==> src/rtl/fp_mul_seq.sv <==
//==============================================================================
// Module  : fp_mul_seq
// Brief   : Sequential IEEE-754 single-precision multiplier, radix-2 shift-add
//           significand product, truncating, with start/done handshake.
// Revision: 1.0 - initial release
//==============================================================================
`default_nettype none

module fp_mul_seq #(
  parameter int BIAS = 127,
  parameter int MW   = 24
) (
  input  logic        clk,
  input  logic        RESET,
  input  logic        start,
  input  logic [31:0] a,
  input  logic [31:0] b,
  output logic        busy,
  output logic        done,
  output logic [31:0] result,
  output logic [1:0]  exception
);

  localparam int PW = 2 * MW;
  localparam int CW = $clog2(MW);

  localparam logic [1:0] c_exc_none  = 2'b00;
  localparam logic [1:0] c_exc_under = 2'b01;
  localparam logic [1:0] c_exc_over  = 2'b10;
  localparam logic [1:0] c_exc_nan   = 2'b11;

  typedef enum logic [1:0] {
    IDLE = 2'd0,
    MUL  = 2'd1,
    NORM = 2'd2
  } state_t;

  state_t          state_q,     state_d;
  logic [MW-1:0]   mcand_q,     mcand_d;
  logic [MW-1:0]   mplier_q,    mplier_d;
  logic [PW-1:0]   acc_q,       acc_d;
  logic [CW-1:0]   count_q,     count_d;
  logic [9:0]      esum_q,      esum_d;
  logic            sign_q,      sign_d;
  logic            busy_q,      busy_d;
  logic            done_q,      done_d;
  logic [31:0]     result_q,    result_d;
  logic [1:0]      exception_q, exception_d;

  // Operand classification (denormals are treated as zero)
  logic a_zero, b_zero, a_inf, b_inf, a_nan, b_nan, sign_in;
  assign a_zero  = (a[30:23] == 8'h00);
  assign b_zero  = (b[30:23] == 8'h00);
  assign a_inf   = (a[30:23] == 8'hFF) && (a[22:0] == 23'd0);
  assign b_inf   = (b[30:23] == 8'hFF) && (b[22:0] == 23'd0);
  assign a_nan   = (a[30:23] == 8'hFF) && (a[22:0] != 23'd0);
  assign b_nan   = (b[30:23] == 8'hFF) && (b[22:0] != 23'd0);
  assign sign_in = a[31] ^ b[31];

  logic [PW-1:0]   partial;
  logic [9:0]      e_norm;
  logic [MW-2:0]   frac_norm;
  assign partial   = {{MW{1'b0}}, mcand_q} << count_q;
  assign e_norm    = esum_q + {9'd0, acc_q[PW-1]};
  assign frac_norm = acc_q[PW-1] ? acc_q[PW-2 -: MW-1] : acc_q[PW-3 -: MW-1];

  always_comb begin
    state_d     = state_q;
    mcand_d     = mcand_q;
    mplier_d    = mplier_q;
    acc_d       = acc_q;
    count_d     = count_q;
    esum_d      = esum_q;
    sign_d      = sign_q;
    busy_d      = busy_q;
    done_d      = 1'b0;
    result_d    = result_q;
    exception_d = exception_q;

    case (state_q)
      IDLE: begin
        if (start) begin
          sign_d = sign_in;
          if (a_nan || b_nan || (a_zero && b_inf) || (a_inf && b_zero)) begin
            result_d    = 32'h7FFF_FFFF;
            exception_d = c_exc_nan;
            done_d      = 1'b1;
          end else if (a_inf || b_inf) begin
            result_d    = {sign_in, 8'hFF, 23'd0};
            exception_d = c_exc_none;
            done_d      = 1'b1;
          end else if (a_zero || b_zero) begin
            result_d    = {sign_in, 31'd0};
            exception_d = c_exc_none;
            done_d      = 1'b1;
          end else begin
            mcand_d  = {1'b1, a[22:0]};
            mplier_d = {1'b1, b[22:0]};
            acc_d    = '0;
            count_d  = '0;
            esum_d   = {2'b00, a[30:23]} + {2'b00, b[30:23]} - 10'(BIAS);
            busy_d   = 1'b1;
            state_d  = MUL;
          end
        end
      end

      MUL: begin
        if (mplier_q[0]) acc_d = acc_q + partial;
        mplier_d = mplier_q >> 1;
        count_d  = count_q + 1'b1;
        if (count_q == CW'(MW - 1)) state_d = NORM;
      end

      NORM: begin
        // e_norm is a signed biased exponent; compare as signed
        if ($signed(e_norm) >= 10'sd255) begin
          result_d    = {sign_q, 8'hFF, 23'd0};
          exception_d = c_exc_over;
        end else if ($signed(e_norm) <= 10'sd0) begin
          result_d    = {sign_q, 31'd0};
          exception_d = c_exc_under;
        end else begin
          result_d    = {sign_q, e_norm[7:0], frac_norm};
          exception_d = c_exc_none;
        end
        done_d  = 1'b1;
        busy_d  = 1'b0;
        state_d = IDLE;
      end

      default: begin
        busy_d  = 1'b0;
        state_d = IDLE;
      end
    endcase
  end

  always_ff @(posedge clk or posedge RESET) begin
    if (RESET) begin
      state_q     <= IDLE;
      mcand_q     <= '0;
      mplier_q    <= '0;
      acc_q       <= '0;
      count_q     <= '0;
      esum_q      <= '0;
      sign_q      <= 1'b0;
      busy_q      <= 1'b0;
      done_q      <= 1'b0;
      result_q    <= '0;
      exception_q <= c_exc_none;
    end else begin
      state_q     <= state_d;
      mcand_q     <= mcand_d;
      mplier_q    <= mplier_d;
      acc_q       <= acc_d;
      count_q     <= count_d;
      esum_q      <= esum_d;
      sign_q      <= sign_d;
      busy_q      <= busy_d;
      done_q      <= done_d;
      result_q    <= result_d;
      exception_q <= exception_d;
    end
  end

  assign busy      = busy_q;
  assign done      = done_q;
  assign result    = result_q;
  assign exception = exception_q;

endmodule

`default_nettype wire

==> config.mk <==
export PLATFORM = sky130hd
export DESIGN_NAME = fp_mul_seq
export DESIGN_NICKNAME = d
export VERILOG_FILES = /design/src/rtl/fp_mul_seq.sv
export SDC_FILE = /design/constraint.sdc
export NUM_CORES = 1
export LEC_CHECK = 0
export BUFFER_PORTS_ARGS = -buffer_cell sky130_fd_sc_hd__buf_2
export CORE_ASPECT_RATIO = 1.1
export CORE_UTILIZATION = 35
export DETAILED_ROUTE_END_ITERATION = 10
export SKIP_LAST_GASP = 1
export SLEW_MARGIN = 5
export SYNTH_ARGS = -nofsm -noshare
export SYNTH_HDL_FRONTEND = slang
export SYNTH_SLANG_ARGS = --single-unit
==> constraint.sdc <==
create_clock -name clk -period 13.75 [get_ports clk]
set_clock_uncertainty 0.2 [all_clocks]
set_input_delay 0.6875 -clock clk [delete_from_list [all_inputs] [get_ports clk]]
set_output_delay 0.6875 -clock clk [all_outputs]
set_load 0.005 [all_outputs]
; ---- After elaboration in Yosys (flattened, before gate mapping)
; Index checks and enable logic that the tools add are counted.
; Widths: inputs -> output; s select.
[totals]
reg_bits = 150
in_bits = 67
out_inout_bits = 36
word_cells = 110
[op_classes]
add_sub_neg = 5
order_cmp = 2
n_eq_ne = 12
n_shift = 1
n_mux = 47
bitwise = 5
n_reduce_logical = 27
[op_table]
columns = cell, count
row1 = $mux 48, 5
row2 = $mux 32, 4
row3 = $mux 24, 4
row4 = $pmux 48 s2, 1
row5 = $pmux 32 s2, 1
row6 = $mux 31, 2
row7 = $add 48x48->48, 1
row8 = $pmux 24 s2, 1
row9 = $shl 24x5->48, 1
row10 = $logic_not 23->1, 2
row11 = $reduce_bool 23->1, 2
row12 = $mux 23, 1
row13 = $mux 2, 10
row14 = $mux 5, 4
row15 = $reduce_and 5->1, 4
row16 = $eq 8x8->1 const B, 2
row17 = $logic_not 8->1, 2
row18 = $ne 2x2->1 const B, 6
row19 = $add 10x1->10, 1
row20 = $ge 10x9->1 const B, 1
row21 = $le 10x1->1 const B, 1
row22 = $pmux 5 s2, 1
row23 = $sub 9x7->10 const B, 1
row24 = $add 8x8->9, 1
row25 = 17 further kinds, 40

; ---- Logic depth before layout (Yosys ltp)
; Gate-level depths: netlist of run 1.
[depth]
depth_word = 8
ltp_mapped = 21
mapped_depth_nobuf = 19

; ---- Least setup slack after synthesis of run 1
; Ideal clock, no wire load.
[synth_path]
path_kind = register to register
start = reg count_q[0]
end = reg acc_q[46]
setup_ns = 0.122
arrival_ns = 4.125
t_required_ns = 13.428
slack_ns = 9.303
stages_incl_launch_ff = 19
n_path_buf = 4
synth_period_minus_slack_ns = 4.447
cell_sequence = dfrtp_1 buf_2 buf_1 clkbuf_1 mux2i_1 mux2i_1 mux2_2 o21ai_0 ha_1 clkbuf_1 nand4_1 nor2_1 and3_2 and3_2 a221oi_4 o211a_1 nor4_2 or3_1 a32o_1
[synth_between]
elab_chain_len = 4
[synth_lines]
columns = element, line
row1 = from (decl), 42  ; logic [CW-1:0] count_q, count_d;
row2 = from (signal assigned), 157  ; count_q <= count_d;
row3 = $shl 24x5->48, 63  ; assign partial = {{MW{1'b0}}, mcand_q} << count_q;
row4 = $add 48x48->48, 109  ; if (mplier_q[0]) acc_d = acc_q + partial;
row5 = $mux 48, 109
row6 = $pmux 48 s2, 80  ; case (state_q)
row7 = to (signal assigned), 144  ; acc_q <= '0;
row8 = to (signal assigned), 156  ; acc_q <= acc_d;
row9 = to (decl), 41  ; logic [PW-1:0] acc_q, acc_d;
; No other way between the ends. The select of a mux whose other input is x is not followed.
; A chain may end at the register's enable or synchronous reset.

; ---- Final worst setup path of run 1
[layout_path]
start = in a[25]
end = reg result_q[8], in the netlist result[8]
[layout_between]
elab_chain_len = 8
elab_cells_between_ends = 17
classes_between = eq/ne (2) / mux (4) / reduce/logical (11)
[layout_lines]
columns = element, line
row1 = from (decl), 16  ; input logic [31:0] a,
row2 = $eq 8x8->1, "54, 56"
row3 = $logic_and 1x1->1, 56  ; assign a_nan = (a[30:23] == 8'hFF) && (a[22:0] != 23'd0);
row4 = $logic_or 1x1->1 (3 in series), 84  ; if (a_nan || b_nan || (a_zero && b_inf) || (a_inf && b_zero)) begin
row5 = $mux 32, 84
row6 = $mux 32, 82  ; if (start) begin
row7 = $pmux 32 s2, 80
row8 = to (signal assigned), 162  ; result_q <= result_d;
row9 = to (decl), 47  ; logic [31:0] result_q, result_d;
; Parallel ways exist; a longest one is shown, timed or not. The select of a mux whose other input is x is not followed.

==> flow_summary.toml, run 1 <==
[logic_synthesis]
syn_inst = 1330
synth-adder-area-share = 0.0778
synth-simple-area-share = 0.207
syn_avg_cell_area_um2 = 8.24
synth_edf_count = 0
syn-cell-area_mm2 = 0.0110
muxShareOfSynthArea = 0.0832
synth_fp_nets = 1464
ys_types = 71
synth-xor-area-share = 0.0447
postSynth.asyncResetShare = 1.00
synth-compound-area-share = 0.203
seq_area_frac_synth = 0.342
yosysWarnings = 0
synth-seq-cells = 150
synth_top_family_by_area = "simple AND/OR/NAND/NOR gates"
synthFlopType = "dfrtp_1"

[layout]
drive_above_1_share = 0.152
regArea_mm2 = 0.00375
final_util = 0.405
final_cell_mix = "nand2_1 (255), dfrtp_1 (150), nor2_1 (136)"
synthToLayoutAreaGrowth_pct = 13.3
layout_commonest_cell = "nand2_1"
multi_input_area_mm2 = 0.00679
diodes = 0
nFillCells = 3173
nets = 1521

[floorplan]
start_util = 0.357
core_mm2 = 0.0307
dieArea_mm2 = 0.0320
ios = 103
fp.dieH_um = 188
num_rows = 67
die_w_um = 171

[grt]
grt_pass1_vias = 9680
antenna_found_initial = 0
grt_max_degree = 83
grt_use_total = 0.199
grt_pass1_wl_um = 50400
gr-total-overflow = 0

[worst_setup_path]
crit_chain = "buf_2 > or4_1 > nor2_1 > nor4_1 > nand2b_1 > a21oi_4 > nand2_1 > a41oi_2 > nor2_1"
cp-end-kind = "register"
slowest_stage = "a41oi_2"
cp.required_ns = 13.82
cpPeakStageDelay_ns = 1.27
crit_arrival_ns = 5.04
crit_top_cell = "nor2_1"
critPathLaunchType = "primary input"
critical_path_class = "primary input to register"
cp_max_fo = 39

[routing]
first_pass_iters = 5
routed_via_density = 5.48
wire_per_inst_um = 16.9
via_count = 9942
drtIter0Drc = 544
drc = 0
ant_nets = 0
wl_um = 30700

[timing]
drv_slew = 0
hold_viol_final = 0
worst_pin_slew_ns = 1.25
period_minus_slack_ns = 4.96
rsz0062_at_grt = "no"
setup_viol = 0
whs_ns = 0.184
fmax_mhz = 202
slew-limit-headroom = 0.170
post-route-period-util = 0.361
setup_tns_ns = 0

[placed_design]
post-dp-hpwl_um = 23200
portBuffers = 102
place.gp.congestion = 0.974

[run_status]
status = "finished clean"

[clock_network]
cts-root-buf = "clkbuf_16"
clock_sinks = 150
clkTransAtPathRegs_ns = 0.06
cts_tree = "yes"
clock_latency_ns = 0.44
cts-buffers-inserted = 17
cts_hold_buf = 0
post_cts_buffers = 0
cts_resized = 0
h-tree-depth = 4
clockBufferDepth = 2

[power]
vdd_drop_max_mv = 0.115
power.density_mw_per_mm2 = 299
leakage_nw = 5.76

[job]
maxCapViolCount = 0

[worst_hold_path]
hold_path_class = "primary input to async pin"
-- routing by layer --
layer  global-route usage  vias up  share of wire
met1                0.256     4744           0.44
met2                0.325      264           0.47
met4               0.0852        0          0.031
met5                    0        -              0
li1                     -     4880              -
met3               0.0359       54          0.052
-- Yosys cell counts (all sizes together), types with 15 or more instances --
cell type    n  area share
nand4       19       0.011
a21oi       76       0.035
clkbuf      50       0.019
xnor2       29       0.023
a21o        26       0.018
nor3        16      0.0073
nor2       138       0.047
inv         32       0.011
xor2        27       0.022
buf         25       0.011
mux2i       36       0.033
o21ai       94       0.043
mux2        37       0.038
ha          65       0.074
nor4        15      0.0091
o31ai       19       0.015
o22ai       35       0.020
a31oi       29       0.017
nand3       26       0.012
nand2      257       0.089
dfrtp      150        0.34
-- state kept, by name, summed over array words and instances, names as in the netlist, 2 cells and up --
signal / flops
esum_q: 10
acc_q: 48
result: 32
mcand_q: 24
exception: 2
state_q: 2
mplier_q: 24
count_q: 5
-- report_power, final --
part           internal [mW]  total [mW]  switching (mW)
Combinational          0.923        2.38            1.45
Clock                  0.301       0.519           0.218
Sequential             0.643       0.817           0.174
-- final timing paths --
kind | start | end | slack, ns | depth (start not counted)
max in group asynchronous | RESET | acc_q[38] | 11.74 | 3
setup reg to reg | count_q[1] | acc_q[47] | 8.80 | 16
hold / removal | RESET | mcand_q[2] | 0.18 | 2
setup / recovery | a[25] | result[8] | 8.79 | 9
hold reg to reg | busy | busy | 0.29 | 1
min in group clk | a[8] | mcand_q[8] | 0.25 | 3
-- worst max-delay path: cells and delay by family --
kind                   cells  cell delay (ns)
AOI/OAI and AO/OA          2             2.14
buffers and inverters      1             0.11
and+or+nand+nor            6             2.07
-- cells by family (layout without fill, tap and decap cells) --
| family | Yosys count | count (layout) |
|---|---|---|
| AO/OA/AOI/OAI | 348 | 348 |
| XOR/XNOR | 56 | 56 |
| adder cells (fa/ha/maj) | 67 | 67 |
| buffers and inverters | 107 | 177 |
| flip-flops | 150 | 150 |
| multiplexers | 79 | 79 |
| AND/OR/NAND/NOR | 523 | 523 |
-- cell type report --
type / instances / share of cell area
Clock inverter: 14 / 0.0164
Inverter: 32 / 0.0101
Tap cell: 414 / 0.0417
Multi-Input combinational cell: 1073 / 0.546
Clock buffer: 18 / 0.0354
Timing Repair Buffer: 113 / 0.0478
Sequential cell: 150 / 0.302
-- metrics by stage --
step                      power [mW]  worst slack, ns  std cells  cell area, µm²
after CTS                       3.70             8.72       1814           12400
after global placement          3.15             8.24       1782           11800
after floorplan                 2.59             8.83       1330           11000
after detailed placement        3.17             8.31       1782           11800
final                           3.71             8.79       1814           12400
after global routing            4.02             8.38       1814           12400
(Power assumes the default switching activity.)
==> run 2: changes to the inputs <==
- clock period: 13.75 -> 4.5 ns (I/O delays scaled with it)
==> flow_summary.toml, run 2 (same netlist as run 1, synthesis figures left out) <==
[worst_setup_path]
r2r_end = "acc_q[47]"
critPathLaunchType = "register"
regToRegSetupSlack_ns = 0.12
crit_arrival_ns = 4.53
rr_worst_depth = 15
cp-end-kind = "register"
cp.required_ns = 4.65
critical_path_class = "register to register"
r2r-start = "count_q[1]"
cp_max_fo = 12

[clock_network]
clockBufferDepth = 2
clock_latency_ns = 0.45
cts-root-buf = "clkbuf_16"
cts_tree = "yes"
clock_sinks = 150
cts-buffers-inserted = 17
h-tree-depth = 4
clkTransAtPathRegs_ns = 0.07

[timing]
period_minus_slack_ns = 4.38
slew-limit-headroom = 0.257
fmax_mhz = 228
hold_viol_final = 0
drv_slew = 0
setup_tns_ns = 0
rsz0062_at_grt = "yes"
post-route-period-util = 0.974
setup_viol = 0
worst_pin_slew_ns = 1.11

[layout]
drive_above_1_share = 0.194
layout_commonest_cell = "nand2_1"
synthToLayoutAreaGrowth_pct = 23.4
final_cell_mix = "nand2_1 (255), dfrtp_1 (148), nor2_1 (135)"
regMostFlops = "acc_q"
nets = 1639
nFillCells = 3054
regArea_mm2 = 0.00376
final_area_mm2 = 0.0135
largest_reg_flops = 48
diodes = 0
multi_input_area_mm2 = 0.00686

[routing]
drtIter0Drc = 668
first_pass_iters = 5
routed_via_density = 5.41
ant_nets = 0
wl_um = 33900
drc = 0
wire_per_inst_um = 17.6
via_count = 10500

[placed_design]
post-dp-hpwl_um = 25300
place.gp.congestion = 0.934
portBuffers = 102
dpl_cell_area_mm2 = 0.0123

[grt]
grt_use_total = 0.217
gr-total-overflow = 0
antenna_found_initial = 0
grt_pass1_vias = 10300
grt_pass1_wl_um = 54500
grt_max_degree = 83

[power]
power.density_mw_per_mm2 = 928
leakage_nw = 6.29
vdd_drop_max_mv = 0.400

[floorplan]
start_util = 0.357
die_w_um = 171
ios = 103
num_rows = 67
dieArea_mm2 = 0.0320
core_mm2 = 0.0307
fp.dieH_um = 188

[job]
maxCapViolCount = 0

[run_status]
status = "finished clean"

[worst_hold_path]
hold_start = "start"
whs_endpoint = "done"
worstHoldPathCells = 3
hold_path_class = "primary input to register"
-- run 2: cell types whose count changed in the layout (fill, tap and decap cells not counted), moves of 3 or more --
cell           change
mux2i_1            -5
dlygate4sd3_1     +52
a21oi_1            -3
inv_8              -6
buf_12             +4
o21ai_0            -9
buf_4             +61
mux2i_2            +5
a21oi_2            +3
o21ai_1            +8
-- run 2: stage by stage --
step / worst slack [ns] / hold WS, ns / utilization / cells / power (mW)
2_1_floorplan: 0.0386 / 0.130 / - / 1330 / 7.90
3_3_place_gp: -0.139 / 0.225 / 0.400 / 1844 / 10.6
3_5_place_dp: -0.163 / 0.226 / 0.400 / 1844 / 10.7
4_1_cts: 0.00185 / 0.0170 / 0.437 / 1927 / 12.3
5_1_grt: -0.0281 / 0.0441 / 0.441 / 1931 / 13.6
6_report: 0.118 / 0.0361 / 0.441 / 1931 / 12.6
-- run 2: area by class of cell --
class                   instances  area share
multi-input cells            1073       0.507
clock buffers                  19      0.0327
repair buffers                231       0.123
clock inverters                12      0.0123
well taps                     414      0.0383
flip-flops and latches        150       0.278
inverters                      32     0.00952
-- run 2: power breakdown --
part	switching, mW	total [mW]	internal (mW)
logic	4.83	8.51	3.67
registers	0.545	2.51	1.97
clock network	0.649	1.55	0.897
total	6.03	12.6	6.54
-- run 2: worst max-delay path by stage --
| stage | start | end | cells past startpoint |
|---|---|---|---|
| after global routing | count_q[1] | acc_q[46] | 23 |
| final | count_q[1] | acc_q[47] | 15 |
| after floorplan | RESET | acc_q[0] | 1 |
| after global placement | count_q[1] | acc_q[47] | 17 |
| after CTS | count_q[1] | acc_q[46] | 17 |
| after detailed placement | count_q[1] | acc_q[47] | 17 |
-- run 2: repair_timing --
| item | CTS | global route |
|---|---|---|
| setup buffers | 0 | 4 |
| setup endpoints to repair | 8 | 16 |
| resized for setup | 5 | 26 |
| hold endpoints to repair | 128 | 0 |
| hold buffers | 52 | 0 |
| pin swaps | 0 | 7 |
-- run 2: layer usage --
layer	up-vias	GRT usage	wire [µm]
met5	-	0	0
met4	0	0.0839	894
met3	55	0.0289	1210
met2	245	0.377	16900
met1	5058	0.271	14900
li1	5096	-	-
-- run 2: worst max-delay path, stage by stage, from the launching register on --
cell and delay, ns:
dfrtp_2 0.46, buf_8 0.17, buf_4 0.16, or3_1 0.46, mux2_2 0.34, a21oi_1 0.28
ha_1 0.36, a21oi_1 0.17, o21ai_1 0.12, nor2_2 0.23, nand4_1 0.19, and3_1 0.20
o211ai_1 0.24, a21oi_1 0.12, or4b_1 0.50, o211ai_1 0.10
==> run 3: changes to the inputs <==
- GPL_TIMING_DRIVEN: default -> 0
==> flow_summary.toml, run 3 (same netlist as run 1, synthesis figures left out) <==
[clock_network]
clock_sinks = 150
cts_tree = "yes"
cts-buffers-inserted = 17
cts-root-buf = "clkbuf_16"
clkTransAtPathRegs_ns = 0.07
clock_latency_ns = 0.45
h-tree-depth = 4
clockBufferDepth = 2

[run_status]
status = "finished clean"

[layout]
multi_input_area_mm2 = 0.00744
layout_commonest_cell = "nand2_1"
nets = 1646
final_cell_mix = "nand2_1 (252), dfrtp_1 (148), nor2_1 (128)"
regArea_mm2 = 0.00376
drive_above_1_share = 0.227
nFillCells = 3032
largest_reg_flops = 48
diodes = 0
regMostFlops = "acc_q"
synthToLayoutAreaGrowth_pct = 28.1

[worst_setup_path]
cp_num_buf_inv = 2
r2r_end = "acc_q[37]"
crit_arrival_ns = 4.53
crit_cells = 16
cpPeakStageDelay_ns = 0.49
cp-end-kind = "register"
critical_path_class = "register to register"
critPathLaunchType = "register"
cp.required_ns = 4.62
crit_chain = "buf_12 > clkbuf_16 > mux2i_2 > mux2i_4 > mux2i_2 > nor2_1 > ha_1 > a21oi_1 > o21ai_1 > o21ai_0 > nand3_1 > a21oi_1 > o31ai_2 > a41oi_1 > xor2_1 > o21ai_0"
critPathTopFamily = "compound AO/OA/AOI/OAI gates"
regToRegSetupSlack_ns = 0.09
cp_max_fo = 6
r2r-start = "count_q[1]"
rr_worst_depth = 16
slowest_stage = "a21oi_1"

[routing]
wire_per_inst_um = 18.2
ant_nets = 0
via_count = 10500
drc = 0
drtIter0Drc = 563
first_pass_iters = 9
wl_um = 35400
routed_via_density = 5.40

[timing]
whs_ns = 0.0510
worst_pin_slew_ns = 0.930
setup_ws_ns = 0.0885
hold_viol_final = 0
setup_tns_ns = 0
period_minus_slack_ns = 4.41
setup_viol = 0
fmax_mhz = 227
drv_slew = 0
slew-limit-headroom = 0.380
post-route-period-util = 0.980

[worst_hold_path]
worstHoldPathCells = 5
hold_path_class = "primary input to register"
whs_endpoint = "esum_q[1]"
hold_start = "b[24]"

[placed_design]
place.gp.congestion = 0.965
portBuffers = 102
post-dp-hpwl_um = 26000
dp_slack_ns = -0.999

[floorplan]
fp.dieH_um = 188
die_w_um = 171
start_util = 0.357
ios = 103
core_mm2 = 0.0307
num_rows = 67
dieArea_mm2 = 0.0320

[job]
maxCapViolCount = 0

[grt]
grt_max_degree = 106
grt_use_total = 0.222
antenna_found_initial = 0
grt_pass1_vias = 10400
gr-total-overflow = 0
grt_pass1_wl_um = 55600

[power]
leakage_nw = 6.25
vdd_drop_max_mv = 0.351
power.density_mw_per_mm2 = 936
-- run 3: power by group --
group	internal [mW]	switching, mW
sequential	1.97	0.568
clock	0.855	0.641
combinational	3.87	5.24
-- run 3: worst max path at each step --
stage	startpoint	endpoint
2_1_floorplan	RESET	acc_q[0]
3_3_place_gp	RESET	result[12]
3_5_place_dp	count_q[1]	acc_q[46]
4_1_cts	count_q[1]	acc_q[46]
5_1_grt	count_q[1]	acc_q[47]
6_report	count_q[1]	acc_q[37]
-- run 3: cell type report --
cell class	instances	area share
timing repair buffer	174	0.0875
clock inverter	12	0.0101
multi-input combinational	1073	0.530
sequential	150	0.267
buffer	64	0.0266
clock buffer	20	0.0325
inverter	32	0.00936
tap	414	0.0369
-- run 3: timing repair --
item	in CTS	in global routing
endpoints found under the hold margin	94	0
pin swaps	8	20
resized for setup	67	128
hold buffers	53	0
gates cloned	0	2
setup endpoints to repair	30	15
setup buffers	8	8
-- run 3: tightest hold or removal path, stage by stage --
cell and delay (ns):
buf_2 0.10, ha_1 0.13, ha_1 0.13, nand2_1 0.04, nand2_1 0.04
-- run 3: per-stage QoR --
step,cell area [µm²],utilization,power (mW),cells
final,14000,0.458,13.1,1939
after detailed placement,12000,0.392,9.96,1847
after global routing,14000,0.458,14.1,1939
after floorplan,11000,-,7.90,1330
after global placement,12000,0.391,9.89,1846
after CTS,13400,0.436,11.9,1935
-- run 3: per-layer routing --
| layer | up-vias | GRT usage | routed length, µm |
|---|---|---|---|
| li1 | 5141 | - | - |
| met1 | 5025 | 0.280 | 15700 |
| met2 | 236 | 0.385 | 17600 |
| met3 | 61 | 0.0317 | 1220 |
| met4 | 0 | 0.0731 | 870 |
| met5 | - | 0 | 0 |
